### src/rtl/sw_pkg.sv
// Shared types and defaults for the switch allocator: per-output FSM encoding,
// default geometry and a constant-width helper.
package sw_pkg;

  typedef enum logic [1:0] {
    ST_IDLE    = 2'd0,
    ST_GRANT   = 2'd1,
    ST_RELEASE = 2'd2
  } alloc_state_t;

  localparam int DEF_PORTS        = 5;
  localparam int DEF_CHANNEL_BITS = 3;

  function automatic int clog2(input int value);
    int r;
    r = 0;
    while ((1 << r) < value) r++;
    return r;
  endfunction

endpackage

### src/rtl/sw_alloc_rr_arbiter.sv
// Round-robin picker: first set request at or after ptr, wrapping to index 0.
module rr_arbiter #(
  parameter int PORTS        = 5,
  parameter int CHANNEL_BITS = 3
) (
  input  logic [PORTS-1:0]        req,
  input  logic [CHANNEL_BITS-1:0] ptr,
  output logic [PORTS-1:0]        gnt,
  output logic [CHANNEL_BITS-1:0] idx,
  output logic                    any
);

  // Two passes avoid a data-dependent index: upper segment first, then wrap.
  always_comb begin
    gnt = '0;
    idx = '0;
    any = 1'b0;
    for (int i = 0; i < PORTS; i++) begin
      if (!any && req[i] && (CHANNEL_BITS'(i) >= ptr)) begin
        any    = 1'b1;
        gnt[i] = 1'b1;
        idx    = CHANNEL_BITS'(i);
      end
    end
    for (int i = 0; i < PORTS; i++) begin
      if (!any && req[i]) begin
        any    = 1'b1;
        gnt[i] = 1'b1;
        idx    = CHANNEL_BITS'(i);
      end
    end
  end

endmodule

### src/rtl/sw_alloc.sv
// Crossbar switch allocator: one round-robin FSM per output channel granting an
// input for a fixed packet time, with per-input re-arm so a held request wins once.
module sw_alloc
  import sw_pkg::*;
#(
  parameter int PORTS        = DEF_PORTS,
  parameter int CHANNEL_BITS = DEF_CHANNEL_BITS,
  parameter int XFER_CYCLES  = 8
) (
  input  logic                          clk,
  input  logic                          reset,
  input  logic [PORTS-1:0]              sw_req,
  input  logic [PORTS*CHANNEL_BITS-1:0] sw_chnl,
  output logic [PORTS-1:0]              sw_gnt,
  output logic [PORTS*CHANNEL_BITS-1:0] out_sel,
  output logic [PORTS-1:0]              out_busy,
  output logic                          bad_chnl,
  output logic [2*PORTS-1:0]            dbg_state
);

  // Handshake: sw_req is a level; a request is consumed when sw_gnt rises, and
  // the same input only competes again after sw_req has been seen low once.
  localparam int CNT_W = (clog2(XFER_CYCLES) < 1) ? 1 : clog2(XFER_CYCLES);
  localparam logic [CHANNEL_BITS:0]   PORTS_LIM = (CHANNEL_BITS+1)'(PORTS);
  localparam logic [CNT_W-1:0]        CNT_LOAD  = CNT_W'(XFER_CYCLES - 1);
  localparam logic [CHANNEL_BITS-1:0] LAST_PORT = CHANNEL_BITS'(PORTS - 1);

  logic [PORTS-1:0]       armed, elig, bad_req, holding, issued;
  logic [PORTS-1:0]       active, granting;
  logic [PORTS*PORTS-1:0] issue_flat;

  always_comb begin
    elig    = '0;
    bad_req = '0;
    for (int i = 0; i < PORTS; i++) begin
      if (armed[i] && sw_req[i]) begin
        if ({1'b0, sw_chnl[i*CHANNEL_BITS +: CHANNEL_BITS]} < PORTS_LIM)
          elig[i] = !holding[i];
        else
          bad_req[i] = 1'b1;
      end
    end
  end

  // An input tied to an output through GRANT or RELEASE may not compete anywhere.
  always_comb begin
    holding = '0;
    sw_gnt  = '0;
    for (int o = 0; o < PORTS; o++) begin
      for (int i = 0; i < PORTS; i++) begin
        if (out_sel[o*CHANNEL_BITS +: CHANNEL_BITS] == CHANNEL_BITS'(i)) begin
          if (active[o])   holding[i] = 1'b1;
          if (granting[o]) sw_gnt[i]  = 1'b1;
        end
      end
    end
  end

  always_comb begin
    issued = '0;
    for (int o = 0; o < PORTS; o++) issued = issued | issue_flat[o*PORTS +: PORTS];
  end

  // A rejected out-of-range request is consumed like a grant, so bad_chnl is a pulse.
  always_ff @(posedge clk or posedge reset) begin
    if (reset) begin
      armed    <= '1;
      bad_chnl <= 1'b0;
    end else begin
      bad_chnl <= |bad_req;
      for (int i = 0; i < PORTS; i++) begin
        if (issued[i] || bad_req[i]) armed[i] <= 1'b0;
        else if (!sw_req[i])         armed[i] <= 1'b1;
      end
    end
  end

  for (genvar o = 0; o < PORTS; o++) begin : g_out
    alloc_state_t            state_q, state_d;
    logic [CNT_W-1:0]        cnt_q;
    logic [CHANNEL_BITS-1:0] ptr_q, sel_q, win_idx;
    logic [PORTS-1:0]        arb_req, win_onehot;
    logic                    win_any, take, busy_o, act_o;

    always_comb begin
      arb_req = '0;
      for (int i = 0; i < PORTS; i++)
        arb_req[i] = elig[i] && (sw_chnl[i*CHANNEL_BITS +: CHANNEL_BITS] == CHANNEL_BITS'(o));
    end

    rr_arbiter #(.PORTS(PORTS), .CHANNEL_BITS(CHANNEL_BITS)) u_arb (
      .req (arb_req),
      .ptr (ptr_q),
      .gnt (win_onehot),
      .idx (win_idx),
      .any (win_any)
    );

    always_ff @(posedge clk or posedge reset) begin
      if (reset) begin
        state_q <= ST_IDLE;
        cnt_q   <= '0;
        ptr_q   <= '0;
        sel_q   <= '0;
      end else begin
        state_q <= state_d;
        if (take) begin
          cnt_q <= CNT_LOAD;
          sel_q <= win_idx;
          ptr_q <= (win_idx == LAST_PORT) ? '0 : win_idx + 1'b1;
        end else if (state_q == ST_GRANT && cnt_q != '0) begin
          cnt_q <= cnt_q - 1'b1;
        end
      end
    end

    // RELEASE is the channel's dead cycle; the next winner is chosen during it so
    // back-to-back grants land XFER_CYCLES+1 cycles apart.
    always_comb begin
      state_d = state_q;
      take    = 1'b0;
      case (state_q)
        ST_IDLE: begin
          if (win_any) begin
            take    = 1'b1;
            state_d = ST_GRANT;
          end
        end
        ST_GRANT: begin
          if (cnt_q == '0) state_d = ST_RELEASE;
        end
        ST_RELEASE: begin
          if (win_any) begin
            take    = 1'b1;
            state_d = ST_GRANT;
          end else begin
            state_d = ST_IDLE;
          end
        end
        default: state_d = ST_IDLE;
      endcase
    end

    always_comb begin
      busy_o = (state_q == ST_GRANT);
      act_o  = (state_q != ST_IDLE);
    end

    assign granting[o]                              = busy_o;
    assign active[o]                                = act_o;
    assign out_busy[o]                              = busy_o;
    assign out_sel[o*CHANNEL_BITS +: CHANNEL_BITS]  = sel_q;
    assign dbg_state[o*2 +: 2]                      = state_q;
    assign issue_flat[o*PORTS +: PORTS]             = win_onehot & {PORTS{take}};
  end

endmodule

### config.mk
export PLATFORM = sky130hd
export DESIGN_NAME = sw_alloc
export DESIGN_NICKNAME = d
export VERILOG_FILES = /design/src/rtl/sw_pkg.sv /design/src/rtl/sw_alloc_rr_arbiter.sv /design/src/rtl/sw_alloc.sv
export SDC_FILE = /design/constraint.sdc
export NUM_CORES = 1
export LEC_CHECK = 0
export BUFFER_PORTS_ARGS = -buffer_cell sky130_fd_sc_hd__buf_4
export CAP_MARGIN = 20
export CORE_MARGIN = 4
export CORE_UTILIZATION = 50
export CTS_CLUSTER_SIZE = 10
export DETAILED_ROUTE_END_ITERATION = 7
export MAX_ROUTING_LAYER = met4
export PLACE_DENSITY = 0.78
export SYNTH_ARGS = -nofsm -noshare
export SYNTH_HDL_FRONTEND = slang
export SYNTH_SLANG_ARGS = --single-unit
export TNS_END_PERCENT = 100
### constraint.sdc
create_clock -name clk -period 4.2 [get_ports clk]
set_clock_uncertainty 0.15 [all_clocks]
set_input_delay 1.05 -clock clk [delete_from_list [all_inputs] [get_ports clk]]
set_output_delay 1.05 -clock clk [all_outputs]
set_load 0.005 [all_outputs]
# --- Word-level counts from Yosys, hierarchy flattened ---
# Index checks and enable logic that the tools add are counted.
# Widths: inputs -> output; s select.
classes:
  magnitude_cmp: 30
  n_eq_ne: 70
  n_reduce_logical: 206
  n_mux: 307
  bitwise_logic: 9
  addsub: 10
op_table:
  columns: ["op", "n"]
  rows:
  - ["$mux 1", 237]
  - ["$mux 3", 45]
  - ["$logic_and 1x1->1", 105]
  - ["$eq 3x2->1 const B", 20]
  - ["$logic_not 1->1", 50]
  - ["$eq 3x3->1 const B", 15]
  - ["$logic_not 3->1", 15]
  - ["$mux 2", 20]
  - ["$eq 3x1->1 const B", 10]
  - ["$ge 1x3->1 const A", 10]
  - ["$ge 2x3->1 const A", 10]
  - ["$ne 2x1->1 const B", 15]
  - ["$pmux 2 s3", 5]
  - ["$and 5x5->5", 5]
  - ["$or 5x5->5", 4]
  - ["$reduce_bool 2->1", 10]
  - ["$add 3x1->3 const B", 5]
  - ["$ge 3x3->1 const A", 5]
  - ["$lt 3x3->1 const B", 5]
  - ["$reduce_bool 3->1", 5]
  - ["$sub 3x1->3 const B", 5]
  - ["$eq 2x1->1 const B", 5]
  - ["$eq 2x2->1 const B", 5]
  - ["$logic_not 2->1", 5]
  - ["other kinds (4)", 16]
word_totals:
  output_inout_bits: 36
  elab_cells: 658
  ff_bits: 61
  in_bits: 22

# --- Logic depth before layout (Yosys ltp) ---
depth:
  depth_word: 57
  ltp_mapped: 14

# --- By module ---
# From an unflattened synthesis, not the netlist that was laid out.
hier_totals:
  cells_unflattened: 663
  hier_area_um2: 5216.3
modules_own_cells:
  columns: ["mod", "area_per_inst_um2", "cells_each", "n_inst", "seq_area_each_um2"]
  rows:
  - ["sw_alloc", 3708.6, 428, 1, 1532.7]
  - ["rr_arbiter", 301.5, 47, 5, 0.0]

# --- Least setup slack after synthesis ---
# OpenSTA, ideal clock, no wires.
synth_path:
  kind: "input to register"
  from: "in sw_chnl[1]"
  to: "reg g_out[2].ptr_q[2]"
  setup_slack_ns: 0.337
  path_stages: 10
  arrival_time_ns: 3.633
  t_required_ns: 3.971
  cell_sequence: "or2_1 > a221o_1 > or4_4 > or3_1 > o2111a_1 > a41o_1 > or2_4 > ha_1 > o31a_1 > a2bb2oi_1"
synth_between:
  elab_chain_cells: 39
  word_cells_on_any_way: 52
  cone_classes: "add/sub: 1; order compare: 1; eq/ne: 2; mux: 24; reduce/logical: 24"
synth_lines:
  columns: ["element", "line_no", "text"]
  rows:
  - ["from (decl)", "sw_alloc.sv:13", "input logic [PORTS*CHANNEL_BITS-1:0] sw_chnl,"]
  - ["$lt 3x3->1", "sw_alloc.sv:37", "if ({1'b0, sw_chnl[i*CHANNEL_BITS +: CHANNEL_BITS]} < PORTS_LIM)"]
  - ["$mux 1", "sw_alloc.sv:37", null]
  - ["$mux 1", "sw_alloc.sv:36", "if (armed[i] && sw_req[i]) begin"]
  - ["$logic_and 1x1->1 *", "sw_alloc.sv:88", "arb_req[i] = elig[i] && (sw_chnl[i*CHANNEL_BITS +: CHANNEL_BITS] == CHANNEL_BITS'(o));"]
  - ["$logic_and 1x1->1", "sw_alloc_rr_arbiter.sv:19", "if (!any && req[i] && (CHANNEL_BITS'(i) >= ptr)) begin"]
  - ["$mux 1", "sw_alloc_rr_arbiter.sv:19", null]
  - ["$logic_not 1->1", "sw_alloc_rr_arbiter.sv:19", null]
  - ["$logic_and 1x1->1 (2 in series)", "sw_alloc_rr_arbiter.sv:19", null]
  - ["[23 not listed]", null, null]
  - ["$logic_and 1x1->1", "sw_alloc_rr_arbiter.sv:26", "if (!any && req[i]) begin"]
  - ["$mux 1", "sw_alloc_rr_arbiter.sv:26", null]
  - ["$logic_not 1->1", "sw_alloc_rr_arbiter.sv:26", null]
  - ["$logic_and 1x1->1", "sw_alloc_rr_arbiter.sv:26", null]
  - ["$mux 3 *", "sw_alloc_rr_arbiter.sv:26", null]
  - ["net g_out[2].u_arb.idx[1]", "sw_alloc_rr_arbiter.sv:9", "output logic [CHANNEL_BITS-1:0] idx,"]
  - ["$add 3x1->3 / $eq 3x3->1 (equally long branches)", "sw_alloc.sv:110", "ptr_q <= (win_idx == LAST_PORT) ? '0 : win_idx + 1'b1;"]
  - ["$mux 3 *", "sw_alloc.sv:110", null]
  - ["to (signal assigned)", "sw_alloc.sv:110", null]
  - ["to (decl)", "sw_alloc.sv:81", "logic [CHANNEL_BITS-1:0] ptr_q, sel_q, win_idx;"]
# The timed path passes the listed nets; every way through them passes the cells marked *.
# A chain may end at the register's enable or synchronous reset.

# --- Worst setup path in the final report ---
layout_path:
  from: "reg g_out[1].sel_q[2]"
  to: "reg g_out[0].ptr_q[2]"
layout_between:
  elab_chain_cells: 47
  word_cells_on_any_way: 107
  cone_classes: "add/sub: 1; eq/ne: 5; mux: 67; reduce/logical: 34"
layout_lines:
  columns: ["element", "line_no", "text"]
  rows:
  - ["from (decl)", "sw_alloc.sv:81", null]
  - ["from (signal assigned)", "sw_alloc.sv:109", "sel_q <= win_idx;"]
  - ["$logic_not 3->1", "sw_alloc.sv:51", "if (out_sel[o*CHANNEL_BITS +: CHANNEL_BITS] == CHANNEL_BITS'(i)) begin"]
  - ["$mux 1", "sw_alloc.sv:51", null]
  - ["$mux 1", "sw_alloc.sv:52", "if (active[o]) holding[i] = 1'b1;"]
  - ["$mux 1", "sw_alloc.sv:51", null]
  - ["$mux 1", "sw_alloc.sv:52", null]
  - ["$mux 1", "sw_alloc.sv:51", null]
  - ["$mux 1", "sw_alloc.sv:52", null]
  - ["$mux 1", "sw_alloc.sv:51", null]
  - ["[31 not listed]", null, null]
  - ["$logic_not 1->1", "sw_alloc_rr_arbiter.sv:26", null]
  - ["$logic_and 1x1->1", "sw_alloc_rr_arbiter.sv:26", null]
  - ["$mux 1", "sw_alloc_rr_arbiter.sv:26", null]
  - ["$logic_not 1->1", "sw_alloc_rr_arbiter.sv:26", null]
  - ["$logic_and 1x1->1", "sw_alloc_rr_arbiter.sv:26", null]
  - ["$mux 3 / $mux 1 (equally long branches)", "sw_alloc_rr_arbiter.sv:26", null]
  - ["$add 3x1->3 (tied with other cells)", "sw_alloc.sv:110", null]
  - ["$mux 3 / $mux 1 (equally long branches)", null, null]
  - ["to (signal assigned)", "sw_alloc.sv:110", null]
  - ["to (decl)", "sw_alloc.sv:81", null]
# Parallel ways exist; a longest one is shown, timed or not.

==> flow_summary_export.csv <==
group,metric,value,unit
outcome,status,"finished, final reports clean",
route,route.detailed.drc,0,
setup_path,timing.rr.start,"g_out[1].sel_q[2]$_DFFE_PP0P_",
synth,netlist-cell-type-count,76,
floorplanning,core_area,9730,um2
synth,syn_area,4980,um2
global_routing,antenna_found_initial,0,
sta,slew_viol_final,0,
sta,tns,0,ns
clocking,postCtsSetupBuffers,0,
synth,synthMuxAreaShare,1.86,%
setup_path,worst_ep_required_time,4.32,ns
floorplanning,rows,36,
synth,synth-xor-area-share,0.880,%
setup_path,r2r-end,"g_out[0].ptr_q[2]$_DFFE_PP0P_",
synth,ys_seq_area_share,30.8,%
clocking,numCtsBuffers,9,
sta,max_freq,254,MHz
global_routing,grt_overflow,0,
sta,setup_violations,0,
worst_hold_path,min_from,"g_out[3].cnt_q[2]$_DFFE_PP0P_",
sta,final.setup.worst_slack,0.264,ns
floorplanning,chipWidth,108,um
clocking,post_cts_resize_count,0,
sta,min_period,3.94,ns
finish,drive_above_1_share,19.6,%
setup_path,path_cells,"o21bai_1 > o32ai_1 > or3_1 > a2bb2oi_1 > nor2_1 > o32ai_1 > a21boi_0 > ha_1 > nor2_1 > nand4b_1 > a32oi_1",
finish,fillerInstances,867,
route,detail_route.wirelength,15400,um
route,via_count,5101,
clocking,clock-sinks,61,
floorplanning,start_util,51.2,%
clocking,ctsLongestPathBuffers,2,
global_routing,grt_use_total,28.0,%
setup_path,slowest_delay,0.77,ns
floorplanning,die-area,11600,um2
global_routing,grt_pass1_vias,4664,
synth,synth_top_area_cell,"dfrtp_1",
pwr,power-per-cell-area,560,nW/um2
setup_path,r2r_slack,0.26,ns
finish,layout_commonest_cell,"buf_4",
place,dpl-instance-area,5640,um2
synth,synth-simple-area-share,31.1,%
synth,synth_area_leaders,"dfrtp_1, nand2_1, ha_1",
clocking,path_clk_slew,0.08,ns
sta,hold_viol_final,0,
sta,worst_hold_slack,0.366,ns
floorplanning,chipHeight,108,um
setup_path,rr_worst_depth,11,
global_routing,grt_pass1_wl,24500,um
synth,ys_ff_latch,61,
route,antenna_left,0,
setup_path,path_max_fanout,8,
finish,fin_util,60.3,%
place,place_ws,0.0157,ns
synth,synth_fa_ha_area_share,5.03,%
finish,area_delta_synth_final,17.9,%
pwr,irDropWorstVdd,334,uV
flow_run,maxCapViolCount,0,
sta,period_share,93.7,%
finish,fin_cells,826,
clocking,clk_latency,0.35,ns
synth,async_flop_share,100,%
global_routing,grt_max_degree,41,
synth,synth_edf_count,0,
synth,synthFlopType,"dfrtp_1",
clocking,cts_hold_buffers,0,
finish,final_cell_mix,"buf_4, nand2_1, dfrtp_1",
finish,nNetsFinal,730,
place,port_buffers,57,
sta,slew_headroom,39.2,%
setup_path,endpoint_kind,"register",
finish,fin_area,5870,um2
route,wire_per_inst,18.6,um
sta,worst_pin_slew,0.908,ns
clocking,cts-htree-levels,3,
floorplanning,ioPinCount,58,
clocking,clockRootBuffer,"clkbuf_8",
synth,syn_avg_cell_area,8.03,um2
finish,diodes,0,
setup_path,worst_ep_arrival_time,4.05,ns
pwr,p_leak,2.70,nW
place,dp_hpwl,12000,um
route,drt_iter0_drc,495,
synth,synth_compound_area_share,24.4,%
synth,ys_warn_count,0,
sta,rsz0062_at_grt,"no",
route,drt-pass1-iter-count,6,
setup_path,worstSetupPathType,"reg2reg",
synth,synth_top_area_share,28.1,%
setup_path,crit_family,"compound AO/OA/AOI/OAI gates",
synth,postSynthCellCount,620,
pwr,power,3.29,mW
setup_path,critPathBufInv,0,
synth,syn_nets,662,
clocking,cts_tree,"done",
setup_path,crit_path_top_delay_cell,"o32ai_1",
setup_path,crit_path_start_kind,"register",
worst_hold_path,min_to,"g_out[3].cnt_q[2]$_DFFE_PP0P_",
place,gp_congestion,0.998,
worst_hold_path,hold_depth,2,
worst_hold_path,hold_path.class,"reg2reg",
place,dp_cells,810,
route,routed_via_density,6.18,
synth,synth_top_family_by_area,"simple AND/OR/NAND/NOR gates",
[cell usage after synthesis (5+ instances only)]
master	number
or3_1	12
nand4b_1	6
o31ai_1	5
nor4_1	13
nand3_1	16
nand3b_1	6
nand2_1	81
nor3b_1	8
inv_1	48
buf_4	5
ha_1	20
nor2b_1	13
a31oi_1	5
a21oi_1	12
a21o_1	7
dfstp_2	5
nand2b_1	16
and2_1	14
nand4_1	5
o21ai_0	28
dfrtp_1	56
nor3_1	22
o22ai_1	6
mux2_2	6
o21bai_1	8
nor2_1	47
o32ai_1	9
xnor2_1	5
clkbuf_1	14
o21a_1	8
o211ai_1	19
[layer usage]
| layer | track usage (%) | wire [um] |
|---|---|---|
| met1 | 39.0 | 6800 |
| met2 | 40.7 | 6790 |
| met3 | 6.06 | 1450 |
| met4 | 8.93 | 351 |
| met5 | - | 0 |
[worst reg2reg max path, cell delays in order (launching register included)]
cell and delay (ns):
dfrtp_1 0.47, o21bai_1 0.24, o32ai_1 0.77, or3_1 0.37, a2bb2oi_1 0.27, nor2_1 0.09
o32ai_1 0.51, a21boi_0 0.27, ha_1 0.25, nor2_1 0.14, nand4b_1 0.12, a32oi_1 0.23
[area by class of cell]
| class | count | area, um2 | share of cell area, % |
|---|---|---|---|
| multi-input combinational | 486 | 3150 | 53.6 |
| sequential | 61 | 1530 | 26.1 |
| timing repair buffer | 82 | 616 | 10.5 |
| inverter | 48 | 180 | 3.07 |
| tap | 133 | 166 | 2.84 |
| clock buffer | 12 | 155 | 2.64 |
| clock inverter | 4 | 70.1 | 1.19 |
[state kept, by name, summed over array words and instances, names as in the netlist]
register / flops
armed: 5
bad_chnl: 1
g_out.cnt_q: 15
g_out.ptr_q: 15
g_out.sel_q: 15
g_out.state_q: 10
[power breakdown]
part	leakage, nW	internal, mW	switching, mW
sequential	0.764	0.814	0.323
combinational	1.82	0.691	0.847
clock	0.116	0.365	0.246
[kinds of logic after synthesis]
group                      count (synthesis)
and+or+nand+nor                          291
AOI/OAI and AO/OA                        162
buffers and inverters                     73
DFF                                       61
adders and majority gates                 20
muxes                                      8
xor gates and xnor gates                   5
[how the worst max path moves through the flow]
| stage | from | end | slack [ns] | cells past startpoint |
|---|---|---|---|---|
| after floorplan | sw_chnl[1] | g_out[2].ptr_q[2]$_DFFE_PP0P_ | 0.34 | 10 |
| after global placement | sw_chnl[4] | g_out[2].ptr_q[2]$_DFFE_PP0P_ | 0.12 | 14 |
| after detailed placement | sw_chnl[13] | g_out[0].ptr_q[2]$_DFFE_PP0P_ | 0.02 | 13 |
| after CTS | g_out[1].sel_q[2]$_DFFE_PP0P_ | g_out[0].ptr_q[2]$_DFFE_PP0P_ | 0.36 | 11 |
| after global routing | g_out[1].sel_q[2]$_DFFE_PP0P_ | g_out[0].ptr_q[2]$_DFFE_PP0P_ | 0.02 | 11 |
| final | g_out[1].sel_q[2]$_DFFE_PP0P_ | g_out[0].ptr_q[2]$_DFFE_PP0P_ | 0.26 | 11 |
No activity file was read; power rests on OpenSTA's default activity.
